--- src/rtl/input_conditioner_pkg.sv ---
// -----------------------------------------------------------------------------
// input_conditioner_pkg
// Shared definitions for the player input conditioning path.
//   - btn_e            : bit positions of the buttons inside a player vector
//   - *_DEF            : default sizing for the conditioner and its debouncers
//   - socd_clean()     : resolves simultaneous left+right into neither
// Configuration macro: SOCD_CLEAN_EN (consumed by input_conditioner).
// -----------------------------------------------------------------------------
package input_conditioner_pkg;

  // Bit positions of each button inside a per-player vector.
  typedef enum int unsigned {
    BTN_LEFT  = 32'd0,
    BTN_RIGHT = 32'd1,
    BTN_LIGHT = 32'd2,
    BTN_HEAVY = 32'd3,
    BTN_BLOCK = 32'd4
  } btn_e;

  localparam int unsigned NUM_BUTTONS_DEF     = 32'd5;
  localparam int unsigned SYNC_STAGES_DEF     = 32'd2;
  // 5 ms at a 25 MHz pixel clock.
  localparam int unsigned DEBOUNCE_CYCLES_DEF = 32'd125000;
  // 2^17 = 131072 > 125000, so the counter never wraps.
  localparam int unsigned CNT_W_DEF           = 32'd17;

  // Opposite directions held together cancel out: {right,left} = 11 -> 00.
  function automatic logic [1:0] socd_clean(input logic [1:0] right_left);
    logic [1:0] result;
    if (right_left == 2'b11) begin
      result = 2'b00;
    end else begin
      result = right_left;
    end
    return result;
  endfunction

endpackage

--- src/rtl/input_conditioner_debounce.sv ---
// -----------------------------------------------------------------------------
// button_debounce
// One active-low push-button: synchroniser, persistence counter, accepted
// (stable) level and a single-cycle press indication.
// Ports:
//   clk     in  pixel clock
//   reset   in  synchronous, active-low reset
//   raw     in  asynchronous pin level, 0 = pressed
//   stable  out debounced level, 1 = pressed (registered)
//   rise    out 1 on the cycle whose closing edge moves stable from 0 to 1
// A new level is accepted only after it has been seen on DEBOUNCE_CYCLES
// consecutive clk edges; any return to the accepted level restarts the count.
// -----------------------------------------------------------------------------
module button_debounce
  import input_conditioner_pkg::*;
#(
  parameter int unsigned SYNC_STAGES     = SYNC_STAGES_DEF,
  parameter int unsigned DEBOUNCE_CYCLES = DEBOUNCE_CYCLES_DEF,
  parameter int unsigned CNT_W           = CNT_W_DEF
) (
  input  logic clk,
  input  logic reset,
  input  logic raw,
  output logic stable,
  output logic rise
);

  localparam logic [CNT_W-1:0] CNT_LAST = CNT_W'(DEBOUNCE_CYCLES - 32'd1);
  localparam logic [CNT_W-1:0] CNT_ONE  = CNT_W'(32'd1);
  localparam logic [CNT_W-1:0] CNT_ZERO = CNT_W'(32'd0);

  logic [SYNC_STAGES-1:0] sync_r;
  logic [CNT_W-1:0]       cnt_r;
  logic                   stable_r;

  logic                   level_s;
  logic [CNT_W-1:0]       cnt_next_s;
  logic                   stable_next_s;

  // Synchroniser chain; loads 1 (released) so reset never looks like a press.
  always_ff @(posedge clk) begin
    if (!reset) begin
      sync_r <= {SYNC_STAGES{1'b1}};
    end else begin
      sync_r <= {sync_r[SYNC_STAGES-2:0], raw};
    end
  end

  // Pins are active-low; everything downstream works in pressed = 1.
  assign level_s = ~sync_r[SYNC_STAGES-1];

  // Persistence counter: count while the synced level disagrees with stable.
  always_comb begin
    cnt_next_s    = cnt_r;
    stable_next_s = stable_r;
    if (level_s == stable_r) begin
      cnt_next_s = CNT_ZERO;
    end else if (cnt_r == CNT_LAST) begin
      // Clearing here keeps the counter inside 0..DEBOUNCE_CYCLES-1.
      stable_next_s = level_s;
      cnt_next_s    = CNT_ZERO;
    end else begin
      cnt_next_s = cnt_r + CNT_ONE;
    end
  end

  // Debounce state registers.
  always_ff @(posedge clk) begin
    if (!reset) begin
      cnt_r    <= CNT_ZERO;
      stable_r <= 1'b0;
    end else begin
      cnt_r    <= cnt_next_s;
      stable_r <= stable_next_s;
    end
  end

  assign stable = stable_r;
  // Combinational so the frame logic can catch a press that lands on a strobe.
  assign rise   = stable_next_s & ~stable_r;

endmodule

--- src/rtl/input_conditioner.sv ---
// -----------------------------------------------------------------------------
// input_conditioner
// Synchronises, debounces and frame-aligns both players' active-low buttons
// so game_logic sees values that are constant for a whole video frame.
// Ports:
//   clk           in  pixel clock
//   reset         in  synchronous, active-low reset
//   p1_raw        in  [NUM_BUTTONS] player 1 pins, async, 0 = pressed
//   p2_raw        in  [NUM_BUTTONS] player 2 pins, async, 0 = pressed
//   vsync         in  VGA vsync, active-low, clk domain
//   p1_held       out [NUM_BUTTONS] debounced level captured at last strobe
//   p2_held       out [NUM_BUTTONS] same for player 2
//   p1_pressed    out [NUM_BUTTONS] press edge seen during the previous frame
//   p2_pressed    out [NUM_BUTTONS] same for player 2
//   frame_strobe  out one-cycle pulse on each vsync falling edge
// Configuration macro: SOCD_CLEAN_EN -- when defined, left+right held together
// reads as neither in *_held (press edges are still reported).
// -----------------------------------------------------------------------------
module input_conditioner
  import input_conditioner_pkg::*;
#(
  parameter int unsigned NUM_BUTTONS     = NUM_BUTTONS_DEF,
  parameter int unsigned SYNC_STAGES     = SYNC_STAGES_DEF,
  parameter int unsigned DEBOUNCE_CYCLES = DEBOUNCE_CYCLES_DEF,
  parameter int unsigned CNT_W           = CNT_W_DEF
) (
  input  logic                   clk,
  input  logic                   reset,
  input  logic [NUM_BUTTONS-1:0] p1_raw,
  input  logic [NUM_BUTTONS-1:0] p2_raw,
  input  logic                   vsync,
  output logic [NUM_BUTTONS-1:0] p1_held,
  output logic [NUM_BUTTONS-1:0] p2_held,
  output logic [NUM_BUTTONS-1:0] p1_pressed,
  output logic [NUM_BUTTONS-1:0] p2_pressed,
  output logic                   frame_strobe
);

  localparam logic [NUM_BUTTONS-1:0] BTN_NONE = {NUM_BUTTONS{1'b0}};

  logic [NUM_BUTTONS-1:0] p1_stable_s;
  logic [NUM_BUTTONS-1:0] p2_stable_s;
  logic [NUM_BUTTONS-1:0] p1_rise_s;
  logic [NUM_BUTTONS-1:0] p2_rise_s;
  logic [NUM_BUTTONS-1:0] p1_clean_s;
  logic [NUM_BUTTONS-1:0] p2_clean_s;

  logic                   vsync_d_r;
  logic                   strobe_s;

  logic [NUM_BUTTONS-1:0] p1_pending_r;
  logic [NUM_BUTTONS-1:0] p2_pending_r;
  logic [NUM_BUTTONS-1:0] p1_held_r;
  logic [NUM_BUTTONS-1:0] p2_held_r;
  logic [NUM_BUTTONS-1:0] p1_pressed_r;
  logic [NUM_BUTTONS-1:0] p2_pressed_r;

  // Left/right resolution applied to the level captured into *_held.
  function automatic logic [NUM_BUTTONS-1:0] held_view(input logic [NUM_BUTTONS-1:0] st);
    logic [NUM_BUTTONS-1:0] view;
    view = st;
`ifdef SOCD_CLEAN_EN
    {view[BTN_RIGHT], view[BTN_LEFT]} = socd_clean({st[BTN_RIGHT], st[BTN_LEFT]});
`else
    view = st;
`endif
    return view;
  endfunction

  genvar gi;
  generate
    for (gi = 0; gi < NUM_BUTTONS; gi++) begin : g_btn
      button_debounce #(
        .SYNC_STAGES     (SYNC_STAGES),
        .DEBOUNCE_CYCLES (DEBOUNCE_CYCLES),
        .CNT_W           (CNT_W)
      ) u_p1 (
        .clk    (clk),
        .reset  (reset),
        .raw    (p1_raw[gi]),
        .stable (p1_stable_s[gi]),
        .rise   (p1_rise_s[gi])
      );

      button_debounce #(
        .SYNC_STAGES     (SYNC_STAGES),
        .DEBOUNCE_CYCLES (DEBOUNCE_CYCLES),
        .CNT_W           (CNT_W)
      ) u_p2 (
        .clk    (clk),
        .reset  (reset),
        .raw    (p2_raw[gi]),
        .stable (p2_stable_s[gi]),
        .rise   (p2_rise_s[gi])
      );
    end
  endgenerate

  // Falling-edge detect on vsync; masked during reset so outputs read 0 there.
  assign strobe_s = vsync_d_r & ~vsync & reset;

  // Held-level view for each player at the coming strobe.
  always_comb begin
    p1_clean_s = held_view(p1_stable_s);
    p2_clean_s = held_view(p2_stable_s);
  end

  // vsync delay, sticky press capture and per-frame output registers.
  always_ff @(posedge clk) begin
    if (!reset) begin
      vsync_d_r    <= 1'b1;
      p1_pending_r <= BTN_NONE;
      p2_pending_r <= BTN_NONE;
      p1_held_r    <= BTN_NONE;
      p2_held_r    <= BTN_NONE;
      p1_pressed_r <= BTN_NONE;
      p2_pressed_r <= BTN_NONE;
    end else begin
      vsync_d_r <= vsync;
      if (strobe_s) begin
        // A rise on the strobe cycle goes straight into the new frame's
        // pressed flags and is not carried over in pending.
        p1_held_r    <= p1_clean_s;
        p2_held_r    <= p2_clean_s;
        p1_pressed_r <= p1_pending_r | p1_rise_s;
        p2_pressed_r <= p2_pending_r | p2_rise_s;
        p1_pending_r <= BTN_NONE;
        p2_pending_r <= BTN_NONE;
      end else begin
        p1_held_r    <= p1_held_r;
        p2_held_r    <= p2_held_r;
        p1_pressed_r <= p1_pressed_r;
        p2_pressed_r <= p2_pressed_r;
        p1_pending_r <= p1_pending_r | p1_rise_s;
        p2_pending_r <= p2_pending_r | p2_rise_s;
      end
    end
  end

  assign p1_held      = p1_held_r;
  assign p2_held      = p2_held_r;
  assign p1_pressed   = p1_pressed_r;
  assign p2_pressed   = p2_pressed_r;
  assign frame_strobe = strobe_s;

endmodule

--- config.mk ---
export PLATFORM = sky130hd
export DESIGN_NAME = input_conditioner
export DESIGN_NICKNAME = d
export VERILOG_FILES = /design/src/rtl/input_conditioner_pkg.sv /design/src/rtl/input_conditioner_debounce.sv /design/src/rtl/input_conditioner.sv
export SDC_FILE = /design/constraint.sdc
export NUM_CORES = 1
export LEC_CHECK = 0
export CORE_ASPECT_RATIO = 1.25
export CORE_MARGIN = 4
export CORE_UTILIZATION = 25
export DETAILED_ROUTE_END_ITERATION = 8
export PLACE_DENSITY = 0.45
export SLEW_MARGIN = 20
export SYNTH_ARGS = -nofsm -noshare
export SYNTH_HDL_FRONTEND = slang
export SYNTH_SLANG_ARGS = --single-unit
--- constraint.sdc ---
create_clock -name clk -period 2.3 [get_ports clk]
set_clock_uncertainty 0.2 [all_clocks]
set_input_delay 0.69 -clock clk [delete_from_list [all_inputs] [get_ports clk]]
set_output_delay 0.69 -clock clk [all_outputs]
set_load 0.1 [all_outputs]
==> reports/metrics.cfg, run 1 <==
[status]
status=finished, violations left
failed_checks=setup timing

[floorplanning]
ios=34
initial_core_util_pct=25.2
die_x_um=183
die_y_um=227
fp-row-count=80
core-area_mm2=0.0380
die-area_mm2=0.0416

[grt]
grt_pass1_vias=7181
antenna_found_initial=0
use_met3_pct=1.69
grt_pass1_wl_mm=35.1
top_usage_layer=met2
grt_max_degree=31
grt_use_total_pct=9.86
gr-usage-met1_pct=12.7
grtUsageMet2_pct=17.0
overflow=0

[cts]
clk_pin_slew_ps=60
htreeDepth=1
clockBufferDepth=3
cts_root_buf=clkbuf_16
cts_tree=done
cts_sinks=231
postCtsSetupBuffers=0
hold_buffers=0
cts_buffers=26
clock_latency_ps=540

[timing]
whs_ps=185
hold_viol=0
slew_viol_final=0
period_minus_slack_ps=2340
finalSetupViolCount=1
rsz0062_at_grt=true
min_period_over_period_pct=102
slew_headroom_pct=64.9
setup_slack_ps=-43.3
tightestPinTransition_ps=522
fmax_mhz=427
setup_tns_ps=-43.3

[hold_path]
hp-class=in2reg
hp-start=vsync

[routing]
antenna_left=0
vias=7288
wl_mm=20.6
vias_per_cell=4.45
drt_pre_antenna_iters=4
drc=0
wl_per_cell_um=12.6
drt_iter0_markers=328

[setup_path]
critPathBufInv=3
cp_slowest_stage_delay_ps=250
crit_path_start_kind=input port
critical-path-top-delay-family=simple AND/OR/NAND/NOR gates
path_max_fanout=2
reg2reg_from=g_btn[0].u_p2.cnt_r[4]
crit_chain=buf_2, nand2b_4, or2_4, inv_6, buf_12
crit_type=in2out
worstPathArrival_ps=1450
required_ps=1410
startpoint=vsync
slowest_stage=or2_4
endpoint_kind=output port

[pwr]
ir_worst_vdd_uv=414
power.leakage_nw=3.48
power_density_mw_per_mm2=727

[yosys]
async_flop_share_pct=0
synth_warnings=0
ys_seq_elements=231
ys_types=49
synth_cells=1065
synth_edf_count=0
synth_flop_cell=dfxtp_1
synth_area_mm2=0.00960
syn_area_per_cell_um2=9.01
synth_nets=1088
seq_area_frac_synth_pct=48.2

[job]
drv_cap=0

[cells_and_area]
nets=1149
final_cell_mix=dfxtp_1 (230), nor2_1 (199), xnor2_1 (119)
layout_commonest_cell=dfxtp_1
layout-drive-gt1-share_pct=9.96
regArea_mm2=0.00463
multiInputGateArea_mm2=0.00469
antennaDiodeCount=0
area_growth_pct=22.5
fillCellCount=4054

[placement]
place.detailed.hpwl_mm=14.3
io_buffers=33
gp_congestion=0.760
pre_cts_ws_ps=-555

[through the flow]
| stage | power (W) | util, % | cell area, um^2 | instances |
|---|---|---|---|---|
| after floorplan | 0.00421 | - | 9620 | 1065 |
| after global placement | 0.00428 | 28.5 | 10800 | 1590 |
| after detailed placement | 0.00428 | 28.5 | 10800 | 1590 |
| after CTS | 0.00872 | 30.9 | 11800 | 1637 |
| after global routing | 0.00888 | 30.9 | 11800 | 1637 |
| final | 0.00854 | 30.9 | 11800 | 1637 |
[final cells by class]
cell class                 count  area share [%]
inverter                      33            1.10
timing repair buffer          63            6.64
clock buffer                  35            6.25
clock inverter                12            1.53
multi-input combinational    771            39.9
tap                          492            5.24
sequential                   231            39.3
[registers in the layout (all words and copies together) (netlist names)]
signal             flops
g_btn.u_p2.cnt_r      85
p2_pressed             5
p2_held                5
g_btn.u_p1.cnt_r      85
p2_pending_r           5
g_btn.u_p1.stable      5
p1_held                5
g_btn.u_p1.sync_r     10
g_btn.u_p2.sync_r     10
g_btn.u_p2.stable      5
p1_pressed             5
p1_pending_r           5
vsync_d_r              1
[worst paths after layout]
kind	endpoint	slack (ps)	cells past startpoint
hold / removal	vsync_d_r	180	2
setup / recovery	frame_strobe	-40	5
hold reg to reg	g_btn[4].u_p2.sync_r[1]	200	1
setup reg to reg	g_btn[0].u_p2.cnt_r[8]	260	5
[cells in the mapped netlist, types with 2 or more instances]
cell type,count,area (um^2)
xnor2_1,119,1040
or3_1,5,31.3
nand4_1,48,300
a31oi_1,2,12.5
buf_2,2,10.0
nand2b_1,22,138
o31ai_1,6,45.0
nor4_1,55,344
dfxtp_1,231,4620
a22o_1,10,87.6
nor2_1,199,747
nand4b_1,7,61.3
or2_2,10,62.6
ha_1,10,125
a211o_1,2,17.5
clkbuf_1,21,78.8
a311oi_1,2,17.5
and4_1,4,35.0
mux2i_1,2,20.0
nor4_4,2,42.5
nand3_1,59,295
xor2_1,33,289
o21ai_0,13,65.1
buf_4,2,15.0
or4b_1,2,20.0
or4_1,5,37.5
nand2_1,59,221
and3_1,10,62.6
nor4b_1,8,70.1
nor3_1,36,180
buf_6,4,45.0
inv_1,33,124
o31a_1,4,35.0
nor4bb_1,7,70.1
o211ai_1,3,22.5
a21oi_1,15,75.1
[where the power goes]
group / switching, W / internal, W / leakage, nW
clock: 0.00166 / 0.00269 / 0.445
sequential: 0.0000164 / 0.00402 / 1.87
combinational: 0.0000872 / 0.0000628 / 1.17
[worst register-to-register path: stages, from the launching register on]
cell     delay [ps]
dfxtp_1         340
or4b_1          580
nor4_4          340
or3_1           150
buf_4           220
nor2_1           70
[per-layer routing]
layer,vias to the layer above,wire length (um)
li1,3809,-
met1,3394,9820
met2,59,9730
met3,26,635
met4,0,380
met5,-,0
[kinds of logic after synthesis]
| kind of cell | share of synthesized area [%] |
|---|---|
| xor gates and xnor gates | 13.9 |
| buffers and inverters | 3.05 |
| muxes | 0.209 |
| adders and majority gates | 1.30 |
| AOI/OAI and AO/OA | 4.26 |
| DFF | 48.2 |
| and+or+nand+nor | 29.1 |
[timing repair]
item                                    in CTS  in global routing
pin swaps                                    1                  1
endpoints found under the setup margin       1                  1
endpoints found under the hold margin        0                  0
resized for setup                            9                  0
Note: power is estimated with default switching activity, not from simulation.
==> run 2: changes to the inputs <==
--- a/config.mk
+++ b/config.mk
@@ -7,9 +7,9 @@
 export LEC_CHECK = 0
 export CORE_ASPECT_RATIO = 1.25
 export CORE_MARGIN = 4
-export CORE_UTILIZATION = 25
+export CORE_UTILIZATION = 50
 export DETAILED_ROUTE_END_ITERATION = 8
-export PLACE_DENSITY = 0.45
+export PLACE_DENSITY = 0.73
 export SLEW_MARGIN = 20
 export SYNTH_ARGS = -nofsm -noshare
 export SYNTH_HDL_FRONTEND = slang
==> run 2 against run 1 <==
  * The flow still finishes with violations (setup timing)
  * Utilization up 29 points
  * Critical path type unchanged
  * Largest cell class unchanged
  * Sequential share of layout area up 1.3 points
  * Clock power down 6.0%
  * Critical path depth unchanged
  * First-iteration DRC count down 1.5%
  * Routed wire length down 11%
  * Count of clock-buffer cells in the layout down 1
  * Power down 3.1%
  * Cell area down 3.3%
==> reports/metrics.cfg, run 2 (synthesis results as in run 1) <==
[pwr]
power.total_w=0.00828
power_density_mw_per_mm2=728
ir_worst_vdd_uv=622
power.leakage_nw=3.44

[setup_path]
startpoint=vsync
crit_type=in2out
reg2reg_to=g_btn[2].u_p1.cnt_r[5]
r2r_cells=5
rrSetupSlack_ps=250
reg2reg_from=g_btn[2].u_p1.cnt_r[5]
crit_path_start_kind=input port
path_max_fanout=2
worstPathArrival_ps=1420
required_ps=1410
endpoint_kind=output port

[timing]
tightestPinTransition_ps=508
min_period_over_period_pct=100
rsz0062_at_grt=true
whs_ps=168
slew_headroom_pct=65.9
fmax_mhz=433
hold_viol=0
period_minus_slack_ps=2310
finalSetupViolCount=1
slew_viol_final=0
setup_slack_ps=-9.42

[routing]
wl_per_cell_um=13.3
drt_pre_antenna_iters=4
vias=7411
antenna_left=0
vias_per_cell=5.40
drt_iter0_markers=323
drc=0
wl_mm=18.3

[grt]
grt_max_degree=31
overflow=0
antenna_found_initial=0
grt_use_total_pct=17.3
grt_pass1_vias=7203
grt_pass1_wl_mm=32.4

[placement]
dp.cells=1328
io_buffers=33
place.detailed.hpwl_mm=12.5
gp_congestion=0.852

[cells_and_area]
layout-drive-gt1-share_pct=9.64
layout_commonest_cell=dfxtp_1
area_growth_pct=18.5
antennaDiodeCount=0
reg_top3=g_btn.u_p1.cnt_r (85), g_btn.u_p2.cnt_r (85)
final_cell_mix=dfxtp_1 (230), nor2_1 (199), xnor2_1 (119)
nets=1146
final_cell_count_no_fill=1373

[cts]
cts_buffers=24
htreeDepth=1
cts_tree=done
cts_sinks=231
clockBufferDepth=3
clk_pin_slew_ps=60
hold_buffers=0
clock_latency_ps=500
cts_root_buf=clkbuf_16

[status]
status=finished, violations left
failed_checks=setup timing

[hold_path]
hp-start=vsync
holdPathEnd=vsync_d_r
min_delay_path_depth=2
hp-class=in2reg

[floorplanning]
fp-row-count=56
core-area_mm2=0.0188
ios=34
initial_core_util_pct=50.9
die_x_um=132
die-area_mm2=0.0215
die_y_um=163

[job]
drv_cap=0

## run 2: how the worst max path moves through the flow
stage                   end  slack (ps)  depth (start not counted)
2_1_floorplan  frame_strobe           8                          4
3_3_place_gp   frame_strobe        -470                          5
3_5_place_dp   frame_strobe        -480                          5
4_1_cts        frame_strobe         -30                          4
5_1_grt        frame_strobe         -30                          4
6_report       frame_strobe          -9                          5
## run 2: layout make-up
type,count,area (um^2)
inverters,33,129
clock inverters,10,156
multi-input cells,771,4690
repair buffers,62,779
clock buffers,34,699
well taps,232,290
fillers,1595,7480
flip-flops and latches,231,4630
## run 2: report_power, final
group | total (W) | leakage (nW) | internal (W) | switching (W)
Combinational | 0.000150 | 1.16 | 0.0000638 | 0.0000858
Clock | 0.00409 | 0.419 | 0.00257 | 0.00152
Sequential | 0.00404 | 1.87 | 0.00402 | 0.0000154
Total | 0.00828 | 3.44 | 0.00666 | 0.00162
## run 2: worst max-delay path, cell delays in order
cell	delay, ps
buf_6	90
nand2b_4	130
or2_4	250
inv_6	90
buf_12	170
## run 2: per-stage QoR
step | TNS [ps] | setup slack (ps) | utilization (%) | cell area [um^2]
finish | -9.42 | -9.42 | 60.3 | 11400
global route | -29.9 | -29.9 | 60.3 | 11400
CTS | -29.5 | -29.5 | 60.4 | 11400
detailed placement | -4040 | -477 | 55.7 | 10500
global placement | -2900 | -473 | 55.7 | 10500
floorplan | 0 | 7.79 | - | 9620
## run 2: what timing repair did
item,CTS,global route
endpoints found under the setup margin,1,1
pin swaps,1,1
resized for setup,13,1
buffers inserted,1,0
## run 2: metal layers
| layer | GRT usage (%) | vias to the layer above | wire length, um | part of all wire, % |
|---|---|---|---|---|
| li1 | - | 3807 | - | - |
| met3 | 2.56 | 32 | 713 | 3.9 |
| met1 | 21.7 | 3483 | 8210 | 45 |
| met4 | 6.02 | 0 | 477 | 2.6 |
| met5 | 0 | - | 0 | 0 |
| met2 | 30.4 | 89 | 8860 | 49 |
==> run 3: changes to the inputs <==
--- a/config.mk
+++ b/config.mk
@@ -5,7 +5,6 @@
 export SDC_FILE = /design/constraint.sdc
 export NUM_CORES = 1
 export LEC_CHECK = 0
-export CORE_ASPECT_RATIO = 1.25
 export CORE_MARGIN = 4
 export CORE_UTILIZATION = 50
 export DETAILED_ROUTE_END_ITERATION = 8
==> run 3 against run 2 <==
  * The flow still finishes with violations (setup timing)
  * Non-clock buffer count fell by 2
  * Count of clock-buffer cells in the layout fell by 5
  * Clock power barely moved
  * Worst setup slack got worse by 35 ps
  * Largest power group unchanged
  * Die area barely moved
  * Flip-flop and latch count did not move
  * Via count fell by 1.4%
  * Global-route usage fell by 0.32 points
  * Utilization rose by 0.057 points
  * Cell area fell by 0.33%
  * Critical path depth did not move
==> reports/metrics.cfg, run 3 (synthesis results as in run 1) <==
[cells_and_area]
final_cell_mix=dfxtp_1 (230), nor2_1 (199), xnor2_1 (119)
area_growth_pct=18.1
finish.utilization_pct=60.4
antennaDiodeCount=0
layout_commonest_cell=dfxtp_1
nets=1145
stdcell_area_mm2=0.0113
layout-drive-gt1-share_pct=9.82
reg_top3=g_btn.u_p1.cnt_r (85), g_btn.u_p2.cnt_r (85)

[setup_path]
crit_type=in2out
slowest_stage=or2_4
crit_chain=buf_2, nand2b_4, or2_4, inv_6, buf_12
required_ps=1410
cp_slowest_stage_delay_ps=260
r2r_cells=5
rrSetupSlack_ps=210
crit_path_start_kind=input port
endpoint_kind=output port
path_max_fanout=3
worstPathArrival_ps=1450

[timing]
setup_tns_ps=-44.2
slew_headroom_pct=66.0
finalSetupViolCount=1
period_minus_slack_ps=2340
rsz0062_at_grt=true
hold_viol=0
setup_slack_ps=-44.2
tightestPinTransition_ps=507
fmax_mhz=427
slew_viol_final=0
whs_ps=178
min_period_over_period_pct=102

[hold_path]
min_delay_path_depth=2
hp-class=in2reg

[grt]
overflow=0
antenna_found_initial=0
grt_pass1_wl_mm=31.7
grt_max_degree=31
grt_pass1_vias=6893
grt_use_total_pct=17.0

[placement]
place.detailed.hpwl_mm=12.4
pre_cts_ws_ps=-482
placed_area_mm2=0.0105
io_buffers=33
gp_congestion=0.819

[routing]
vias_per_cell=5.31
drc=0
wl_mm=18.2
wl_per_cell_um=13.2
vias=7305
antenna_left=0
drt_iter0_markers=324
drt_pre_antenna_iters=4

[pwr]
power_density_mw_per_mm2=728
intPower_w=0.00657
ir_worst_vdd_uv=611
power.leakage_nw=3.42
p_seq_share_pct=48.9
clock_power_share_pct=49.3
power_switching_w=0.00169
p_comb_share_pct=1.8
swShare_pct=20.4

[status]
status=finished, violations left
failed_checks=setup timing

[cts]
htreeDepth=1
hold_buffers=0
cts_tree=done
cts_buffers=25
clockBufferDepth=3
clk_pin_slew_ps=60
cts_root_buf=clkbuf_16
cts_sinks=231
clock_latency_ps=510

[floorplanning]
die_y_um=147
fp-row-count=50
die_x_um=147
ios=34
initial_core_util_pct=51.1
core-area_mm2=0.0188
die-area_mm2=0.0215

[job]
drv_cap=0

[run 3: cell type report]
class | instances | area (um^2)
flip-flops and latches | 231 | 4630
clock buffers | 29 | 651
multi-input cells | 771 | 4690
clock inverters | 17 | 199
repair buffers | 60 | 746
well taps | 234 | 293
fillers | 1586 | 7430
inverters | 33 | 129
[run 3: worst paths after layout]
check                                                to                    start
worst max-delay path                       frame_strobe                    vsync
worst min-delay path                          vsync_d_r                    vsync
worst max register to register  g_btn[0].u_p2.cnt_r[16]   g_btn[0].u_p2.cnt_r[4]
worst min register to register  g_btn[3].u_p1.sync_r[1]  g_btn[3].u_p1.sync_r[0]
[run 3: metal layers]
metal	global-route usage (%)	vias to the layer above	share of wire, %
li1	-	3809	-
met1	23.1	3373	48
met2	28.0	92	46
met3	2.51	31	3.3
met4	5.08	0	2.6
met5	0	-	0
[run 3: power by group through the flow]
stage / clock network, W / logic (W) / registers (W)
global route: 0.00435 / 0.000160 / 0.00404
floorplan: 0 / 0.0000857 / 0.00412
finish: 0.00407 / 0.000145 / 0.00404
detailed placement: 0 / 0.000143 / 0.00413
global placement: 0 / 0.000141 / 0.00413
CTS: 0.00418 / 0.000146 / 0.00404
[run 3: stage by stage]
step / total power [W] / cells
floorplan: 0.00421 / 1065
global placement: 0.00427 / 1328
detailed placement: 0.00427 / 1328
CTS: 0.00836 / 1374
global route: 0.00854 / 1375
finish: 0.00826 / 1375
[run 3: critical path, delay by kind of cell]
kind                   cells  cell delay, ps
AND/OR/NAND/NOR            2             400
buffers and inverters      3             360
[run 3: what timing repair did]
item / in CTS / in global routing
gates resized for setup: 11 / 1
setup buffers: 0 / 1
endpoints found under the setup margin: 1 / 1
hold endpoints to repair: 0 / 0
pin swaps: 1 / 1
gates cloned: 0 / 0
